`config.mk`:
```
export PLATFORM = sky130hd
export DESIGN_NAME = pid_wb_master
export DESIGN_NICKNAME = d
export VERILOG_FILES = /design/src/rtl/pid_wb_pkg.sv /design/src/rtl/pid_wb_master_wb_watchdog.sv /design/src/rtl/pid_wb_master.sv
export SDC_FILE = /design/constraint.sdc
export NUM_CORES = 1
export LEC_CHECK = 0
export CAP_MARGIN = 15
export CORE_MARGIN = 3
export CORE_UTILIZATION = 46
export DETAILED_ROUTE_END_ITERATION = 16
export GPL_ROUTABILITY_DRIVEN = 0
export PLACE_DENSITY = 0.86
export SYNTH_ARGS = -nofsm -noshare
export SYNTH_HDL_FRONTEND = slang
export SYNTH_SLANG_ARGS = --single-unit
export TNS_END_PERCENT = 5
```
`constraint.sdc`:
```
create_clock -name i_clk -period 10.3 [get_ports i_clk]
set_input_delay 2.06 -clock i_clk [delete_from_list [all_inputs] [get_ports i_clk]]
set_output_delay 2.06 -clock i_clk [all_outputs]
set_load 0.02 [all_outputs]
```
`src/rtl/pid_wb_pkg.sv`:
```
// pid_wb_pkg: shared definitions for the PID Wishbone initiator and the
// sequences that drive it.
//   - state_e        : initiator FSM states
//   - ADR_W_DEF/DAT_W_DEF : default Wishbone address/data widths
//   - PID_ADR_*      : PID slave register map
package pid_wb_pkg;

    typedef enum logic [1:0] {
        IDLE = 2'd0,
        BUS  = 2'd1,
        RESP = 2'd2
    } state_e;

    localparam int ADR_W_DEF = 16;
    localparam int DAT_W_DEF = 32;

    localparam logic [15:0] PID_ADR_CTRL     = 16'h0000;
    localparam logic [15:0] PID_ADR_SETPOINT = 16'h0004;
    localparam logic [15:0] PID_ADR_KP       = 16'h0008;
    localparam logic [15:0] PID_ADR_KI       = 16'h000C;
    localparam logic [15:0] PID_ADR_KD       = 16'h0010;
    localparam logic [15:0] PID_ADR_RESULT   = 16'h0020;
    localparam logic [15:0] PID_ADR_STATUS   = 16'h0024;

endpackage

```
`src/rtl/pid_wb_master_wb_watchdog.sv`:
```
// wb_watchdog: cycle counter for Wishbone initiators.
//   i_clk, i_rst : clock, asynchronous active-high reset
//   i_clr        : restart the count at 0 (takes priority over i_en)
//   i_en         : count one cycle
//   o_tc         : count has reached TIMEOUT-1
module wb_watchdog #(
    parameter int TIMEOUT = 64
) (
    input  logic i_clk,
    input  logic i_rst,
    input  logic i_clr,
    input  logic i_en,
    output logic o_tc
);

    localparam int CNT_W = $clog2(TIMEOUT);

    logic [CNT_W-1:0] cnt_q, cnt_d;

    assign o_tc = (cnt_q == CNT_W'(TIMEOUT - 1));

    // Hold at terminal count so a late consumer never sees a wrapped value.
    always_comb begin
        cnt_d = cnt_q;
        if (i_clr) begin
            cnt_d = '0;
        end else if (i_en && !o_tc) begin
            cnt_d = cnt_q + CNT_W'(1);
        end
    end

    always_ff @(posedge i_clk or posedge i_rst) begin
        if (i_rst) begin
            cnt_q <= '0;
        end else begin
            cnt_q <= cnt_d;
        end
    end

endmodule

```
`src/rtl/pid_wb_master.sv`:
```
// pid_wb_master: Wishbone classic single-transfer initiator for the PID slave.
//   Command side : i_cmd_valid/o_cmd_ready, i_cmd_we, i_cmd_adr, i_cmd_data
//   Wishbone     : o_wb_cyc/stb/we/adr/data, i_wb_ack, i_wb_data
//   Response     : o_rsp_valid/i_rsp_ready, o_rsp_data, o_rsp_err
//   Status       : o_err_cnt, saturating count of timed-out cycles
// One Wishbone cycle per command; every output comes straight from a flop.
module pid_wb_master
    import pid_wb_pkg::*;
#(
    parameter int ADR_W    = ADR_W_DEF,
    parameter int DAT_W    = DAT_W_DEF,
    parameter int TIMEOUT  = 64,
    parameter int ERRCNT_W = 8
) (
    input  logic                i_clk,
    input  logic                i_rst,
    input  logic                i_cmd_valid,
    output logic                o_cmd_ready,
    input  logic                i_cmd_we,
    input  logic [ADR_W-1:0]    i_cmd_adr,
    input  logic [DAT_W-1:0]    i_cmd_data,
    output logic                o_wb_cyc,
    output logic                o_wb_stb,
    output logic                o_wb_we,
    output logic [ADR_W-1:0]    o_wb_adr,
    output logic [DAT_W-1:0]    o_wb_data,
    input  logic                i_wb_ack,
    input  logic [DAT_W-1:0]    i_wb_data,
    output logic                o_rsp_valid,
    input  logic                i_rsp_ready,
    output logic [DAT_W-1:0]    o_rsp_data,
    output logic                o_rsp_err,
    output logic [ERRCNT_W-1:0] o_err_cnt
);

    state_e                state_q, state_d;
    logic                  cmd_ready_q, cmd_ready_d;
    logic                  wb_cyc_q, wb_cyc_d;
    logic                  wb_we_q, wb_we_d;
    logic [ADR_W-1:0]      wb_adr_q, wb_adr_d;
    logic [DAT_W-1:0]      wb_data_q, wb_data_d;
    logic                  rsp_valid_q, rsp_valid_d;
    logic [DAT_W-1:0]      rsp_data_q, rsp_data_d;
    logic                  rsp_err_q, rsp_err_d;
    logic [ERRCNT_W-1:0]   err_cnt_q, err_cnt_d;

    logic wd_clr;
    logic wd_en;
    logic wd_tc;

    // Counts stb cycles without ack; terminal count marks the last stb cycle.
    wb_watchdog #(.TIMEOUT(TIMEOUT)) u_watchdog (
        .i_clk (i_clk),
        .i_rst (i_rst),
        .i_clr (wd_clr),
        .i_en  (wd_en),
        .o_tc  (wd_tc)
    );

    assign wd_en = (state_q == BUS) && !i_wb_ack;

    always_comb begin
        state_d     = state_q;
        cmd_ready_d = cmd_ready_q;
        wb_cyc_d    = wb_cyc_q;
        wb_we_d     = wb_we_q;
        wb_adr_d    = wb_adr_q;
        wb_data_d   = wb_data_q;
        rsp_valid_d = rsp_valid_q;
        rsp_data_d  = rsp_data_q;
        rsp_err_d   = rsp_err_q;
        err_cnt_d   = err_cnt_q;
        wd_clr      = 1'b0;

        case (state_q)
            IDLE: begin
                if (i_cmd_valid) begin
                    wb_we_d     = i_cmd_we;
                    wb_adr_d    = i_cmd_adr;
                    wb_data_d   = i_cmd_data;
                    wb_cyc_d    = 1'b1;
                    cmd_ready_d = 1'b0;
                    wd_clr      = 1'b1;
                    state_d     = BUS;
                end
            end
            BUS: begin
                // Ack is checked first so it beats a same-cycle timeout.
                if (i_wb_ack) begin
                    wb_cyc_d    = 1'b0;
                    rsp_data_d  = wb_we_q ? '0 : i_wb_data;
                    rsp_err_d   = 1'b0;
                    rsp_valid_d = 1'b1;
                    state_d     = RESP;
                end else if (wd_tc) begin
                    wb_cyc_d    = 1'b0;
                    rsp_data_d  = '0;
                    rsp_err_d   = 1'b1;
                    rsp_valid_d = 1'b1;
                    if (err_cnt_q != '1) begin
                        err_cnt_d = err_cnt_q + ERRCNT_W'(1);
                    end
                    state_d     = RESP;
                end
            end
            RESP: begin
                // cmd_ready rises here, so the next command lands one edge later.
                if (i_rsp_ready) begin
                    rsp_valid_d = 1'b0;
                    rsp_err_d   = 1'b0;
                    cmd_ready_d = 1'b1;
                    state_d     = IDLE;
                end
            end
            default: begin
                state_d = IDLE;
            end
        endcase
    end

    always_ff @(posedge i_clk or posedge i_rst) begin
        if (i_rst) begin
            state_q     <= IDLE;
            cmd_ready_q <= 1'b1;
            wb_cyc_q    <= 1'b0;
            wb_we_q     <= 1'b0;
            wb_adr_q    <= '0;
            wb_data_q   <= '0;
            rsp_valid_q <= 1'b0;
            rsp_data_q  <= '0;
            rsp_err_q   <= 1'b0;
            err_cnt_q   <= '0;
        end else begin
            state_q     <= state_d;
            cmd_ready_q <= cmd_ready_d;
            wb_cyc_q    <= wb_cyc_d;
            wb_we_q     <= wb_we_d;
            wb_adr_q    <= wb_adr_d;
            wb_data_q   <= wb_data_d;
            rsp_valid_q <= rsp_valid_d;
            rsp_data_q  <= rsp_data_d;
            rsp_err_q   <= rsp_err_d;
            err_cnt_q   <= err_cnt_d;
        end
    end

    // Single-transfer classic cycles: stb always tracks cyc.
    assign o_cmd_ready = cmd_ready_q;
    assign o_wb_cyc    = wb_cyc_q;
    assign o_wb_stb    = wb_cyc_q;
    assign o_wb_we     = wb_we_q;
    assign o_wb_adr    = wb_adr_q;
    assign o_wb_data   = wb_data_q;
    assign o_rsp_valid = rsp_valid_q;
    assign o_rsp_data  = rsp_data_q;
    assign o_rsp_err   = rsp_err_q;
    assign o_err_cnt   = err_cnt_q;

endmodule

```
## Word-level counts from Yosys, hierarchy flattened

Cells that the tools add are included.

- Bitwise operators: 1
- Multiplexer cells: 25
- Reductions and logical operators: 17
- Eq/ne operators: 7
- $add $sub $neg: 2

Operators by type and width:

| kind | count |
|---|---|
| 2-to-1 mux 32 bit | 3 |
| 2-to-1 mux 6 bit | 2 |
| AND reduction 3 bit | 4 |
| 2-to-1 mux 1 bit | 11 |
| nonzero test 2 bit | 5 |
| adder 8 x 1 -> 8 bit, second input constant | 1 |
| 2-to-1 mux 2 bit | 4 |
| inequality test 8 bit, second input constant | 1 |
| one-hot mux 1 bit (2 select lines) | 4 |
| adder 6 x 1 -> 6 bit, second input constant | 1 |
| equality test 6 bit, second input constant | 1 |
| one-hot mux 2 bit (3 select lines) | 1 |
| inequality test 2 bit, second input constant | 2 |
| AND reduction 2 bit | 2 |
| AND reduction 4 bit | 1 |
| inequality test 3 x 2 -> 1 bit, second input constant | 1 |
| equality test 2 x 1 -> 1 bit, second input constant | 1 |
| equality test 2 bit, second input constant | 1 |
| logical AND 1 bit | 2 |
| zero test 1 bit | 2 |
| zero test 2 bit | 1 |
| inverter 1 bit | 1 |

- Input port bits: 86
- Output and inout bits: 94
- Bits in registers: 101
- Word-level logic and storage cells: 63

## Logic depth before layout (Yosys ltp)

- Depth after elaboration: 5
- Depth in mapped cells: 6
- Gate-level depth less buffers: 5

## By module

Synthesis repeated with hierarchy kept, for this count alone.

- Cell total of the unflattened synthesis: 346
- Area total of the unflattened synthesis: 4,107.7 um^2

By module, submodules not included:

| module | cells an instance | times used | area each (um^2) |
|---|---|---|---|
| pid_wb_master | 309 | 1 | 3,738.6 |
| wb_watchdog | 37 | 1 | 369.1 |

## Worst setup path after synthesis

Ideal clock, no wire load.

- Kind: input-to-reg
- Start: in i_wb_ack
- End: reg u_watchdog.cnt_q[5]
- Path slack: 7,017 ps
- Setup time: 74 ps
- Cell stages on the path: 5
- Path buffers: 1
- Data arrival time: 3,209 ps
- Required time: 10,226 ps
- Cells stage by stage: buf_4 > nor3b_4 > o21ai_2 > or4_4 > a21oi_2

- Cells in the longest elaborated chain, start to end: 4

Ends and longest elaborated chain:

| what | line | source |
|---|---|---|
| from (decl) | pid_wb_master.sv:27 | `input logic i_wb_ack,` |
| zero test 1 bit | pid_wb_master.sv:60 | `assign wd_en = (state_q == BUS) && !i_wb_ack;` |
| logical AND 1 bit | pid_wb_master.sv:60 |  |
| logical AND 1 bit | pid_wb_master_wb_watchdog.sv:27 | `end else if (i_en && !o_tc) begin` |
| nonzero test 2 bit (no source line) | - |  |
| to (signal assigned) | pid_wb_master_wb_watchdog.sv:36 | `cnt_q <= cnt_d;` |
| to (decl) | pid_wb_master_wb_watchdog.sv:18 | `logic [CNT_W-1:0] cnt_q, cnt_d;` |

Every way passes these cells.
A chain may end at the register's enable or synchronous reset.

## Final worst setup path

- Start: reg wb_we_q, in the netlist o_wb_we
- End: out o_wb_we

RTL lines:

| what | line | source |
|---|---|---|
| from (decl) | pid_wb_master.sv:39 | `logic wb_we_q, wb_we_d;` |
| from (signal assigned) | pid_wb_master.sv:137 | `wb_we_q <= wb_we_d;` |
| to (decl) | pid_wb_master.sv:24 | `output logic o_wb_we,` |

No word-level cell between the ends.

==> metrics.md <==
| Metric | Value |
|---|---|
| Status | `complete, no violations` |
| Post-Syn Area | `~4300 µm²` |
| Via count | `about 3700` |
| Total GRT Usage | `0.223` |
| Synth Area in Simple Gates | `0.252` |
| Clock sinks | `101` |
| Worst setup margin | `roughly 6300 ps` |
| Final core utilization | `0.716` |
| First-pass DRT Iterations | `5` |
| DR WL/cell | `around 16 µm` |
| Net count after synthesis | `528` |
| Critical Path Start Type | `flip-flop` |
| Total CTS buffers | `9` |
| Post-Synth Adder-Cell Area | `0.00587` |
| Worst path depth | `1` |
| Mux contribution to synthesized area | `0.00499` |
| Fmax | `247 MHz` |
| Number of max-cap violations | `0` |
| Pleak | `approximately 2.9 nW` |
| Hold_buf cts | `0` |
| Hold WS | `484 ps` |
| Avg Inst Size Synth | `around 9.7 µm²` |
| PortBufs | `179` |
| Worst Setup End Kind | `primary output` |
| Vias in the first global route | `approximately 3800` |
| Fillers | `about 650` |
| Synth top area share | `0.587` |
| FF+latch area | `about 2500 µm²` |
| Drt via density | `between 5 and 6` |
| Layout cells sized above 1 | `0.0524` |
| Clock latency on the worst-skew pair | `350 ps` |
| Worst path max stage delay | `roughly 900 ps` |
| Initial antenna violation count | `0` |
| Full die area | `10500 µm²` |
| Worst path arrival time | `just under 2000 ps` |
| Final period util | `0.392` |
| Final Hold Vio Count | `0` |
| Antenna cells | `0` |
| PwrDens | `a little under 300 nW/µm²` |
| Starting density of the core | `0.482` |
| Die W | `102 µm` |
| Placed inst area | `just over 6000 µm²` |
| Tmin final | `around 4000 ps` |
| Max-slew headroom | `0.334` |
| Seq/Total Area, Yosys | `0.593` |
| Crit-path cells | `clkdlybuf4s50_1` |
| CTS tree | `built` |
| Max FO, Critical Path | `34` |
| Design area | `about 6300 µm²` |
| Compound-Gate Fraction of Synth Area | `0.0651` |
| Slowest-stage cell, CP | `dfrtp_1` |
| Post-synth EDFFs | `0` |
| Maximum vdd drop | `roughly 0.17 mV` |
| Clock skew | `roughly 16 ps` |
| Count of cell types in the netlist | `41` |
| Max-slew violation count | `0` |
| Sum Neg Setup Slack | `0 ps` |
| Critical path required time | `8240 ps` |
| Rows | `34` |
| Post-CTS setup repair buffer count | `0` |
| Drt drc | `0` |
| Critical path class | `reg -> out` |
| Hold WC Path Type | `reg -> reg` |
| CP bufs+invs | `1` |
| Nets@finish | `around 700` |
| CTS Buffer Depth | `2` |
| Post-route ant nets | `0` |
| CTS resizes | `0` |
| FFs w/ async S/R, synth | `1.00` |
| Die height | `about 100 µm` |
| CTS H-tree lvls | `3` |
| Hold depth | `2` |
| Slew @ Worst Pin | `999 ps` |
| WL final | `11.4 mm` |
| Area growth, synth to finish | `48.5%` |
| Ys flop type | `dfrtp_1` |
| Area taken by multi-input logic gates | `about 1500 µm²` |
| RSZ-0062 raised after global routing | `no` |
| Xor-xnor portion of the synthesized cell area | `0.0185` |
| First-pass GRT wire length | `18.3 mm` |
| Final setup violation count | `0` |
| Largest net degree at the start of global routing | `67` |
| Clk root buf | `clkbuf_8` |
| Worst-path clk slew | `roughly 100 ps` |
| Area contributors post-synth | `dfrtp_1 59%, nand2_1 13%, nand4b_1 6.8%` |
| Total gr overflow | `0` |
| # IOs | `180` |
| CP delay by family, top | `flip-flops` |
| Post-Synthesis Cells | `between 400 and 500` |
| Largest family of logic cells by synthesized area | `simple AND/OR/NAND/NOR gates` |
| Core box area | `8850 µm²` |
| Starting DRC count in detailed routing | `120` |
| Post-Place Setup Slack | `around 6200 ps` |
| Worst Reg-to-Reg Cells | `4` |
| Yosys top cell by area | `dfrtp_1` |
| Yosys warnings | `0` |
| HPWL after DPL | `8.23 mm` |
| Flip-flop and latch count after synthesis | `about 100` |
==> cell usage in the layout (no fill, tap or decap), drive strengths merged, types with 4 or more instances in the layout <==
cell type      count
clkbuf            10
dfrtp            100
nor2               4
o21ai             35
inv               36
xnor2              7
nand2            153
nand3              5
buf                5
clkdlybuf4s50    179
nand4b            33
==> area by class of cell <==
| type | count | area share |
|---|---|---|
| flip-flops and latches | 101 | 0.399 |
| repair buffers | 184 | 0.289 |
| multi-input cells | 276 | 0.235 |
| clock buffers | 10 | 0.0217 |
| well taps | 108 | 0.0213 |
| inverters | 35 | 0.0211 |
| clock inverters | 5 | 0.0132 |
==> sequential cells by signal, summed over array words and instances (netlist names) <==
signal / cells
o_cmd_ready: 1
o_err_cnt: 8
o_rsp_data: 32
o_rsp_err: 1
o_rsp_valid: 1
o_wb_adr: 16
o_wb_cyc: 1
o_wb_data: 32
o_wb_we: 1
state_q: 2
u_watchdog.cnt_q: 6
==> logic make-up after synthesis <==
| kind of cell | count (synthesis) |
|---|---|
| simple gates | 215 |
| buf+inv | 63 |
| compound gates | 48 |
| mux | 2 |
| flops | 101 |
| fa+ha+maj | 2 |
| xor+xnor | 9 |
==> metal layers <==
| metal | global-route usage | up-vias | share of wire |
|---|---|---|---|
| met5 | 0 | - | 0 |
| met4 | 0.0575 | 0 | 0.0097 |
| met1 | 0.276 | 1798 | 0.40 |
| li1 | - | 1759 | - |
| met3 | 0.0915 | 9 | 0.11 |
| met2 | 0.367 | 154 | 0.49 |
==> where the power goes <==
| part | internal, mW | switching, mW |
|---|---|---|
| registers | 0.564 | 0.121 |
| clock network | 0.143 | 0.132 |
| logic | 0.412 | 0.475 |
==> synth_stat cells, drive strengths merged, types with 2 or more instances <==
| master | instances |
|---|---|
| and2b | 2 |
| o31ai | 3 |
| nor3b | 3 |
| ha | 2 |
| buf | 4 |
| xor2 | 2 |
| nand3 | 5 |
| o21ai | 35 |
| nand4b | 33 |
| o211ai | 3 |
| nand4 | 3 |
| clkbuf | 24 |
| nor2 | 4 |
| inv | 35 |
| a21oi | 2 |
| dfrtp | 100 |
| and3 | 3 |
| xnor2 | 7 |
| nand2 | 153 |
==> worst paths after layout <==
path / start / end / slack (ps)
worst max-delay path: o_wb_we$_DFFE_PP0P_ / o_wb_we / 6260
worst min-delay path: o_wb_adr[14]$_DFFE_PP0P_ / o_wb_adr[14]$_DFFE_PP0P_ / 480
worst max register to register: state_q[0]$_DFFE_PP0P_ / o_rsp_data[26]$_DFFE_PP0P_ / 8010
worst min register to register: o_wb_adr[14]$_DFFE_PP0P_ / o_wb_adr[14]$_DFFE_PP0P_ / 480
max in group asynchronous: i_rst / o_wb_adr[9]$_DFFE_PP0P_ / 7050
min in group asynchronous: i_rst / o_rsp_data[8]$_DFFE_PP0P_ / 2060
==> metrics by stage <==
step | instances | power, mW
2_1_floorplan | 440 | 1.14
3_3_place_gp | 704 | 1.55
3_5_place_dp | 704 | 1.58
4_1_cts | 719 | 1.87
5_1_grt | 719 | 1.97
6_report | 719 | 1.85
No activity file was read; power rests on OpenSTA's default activity.
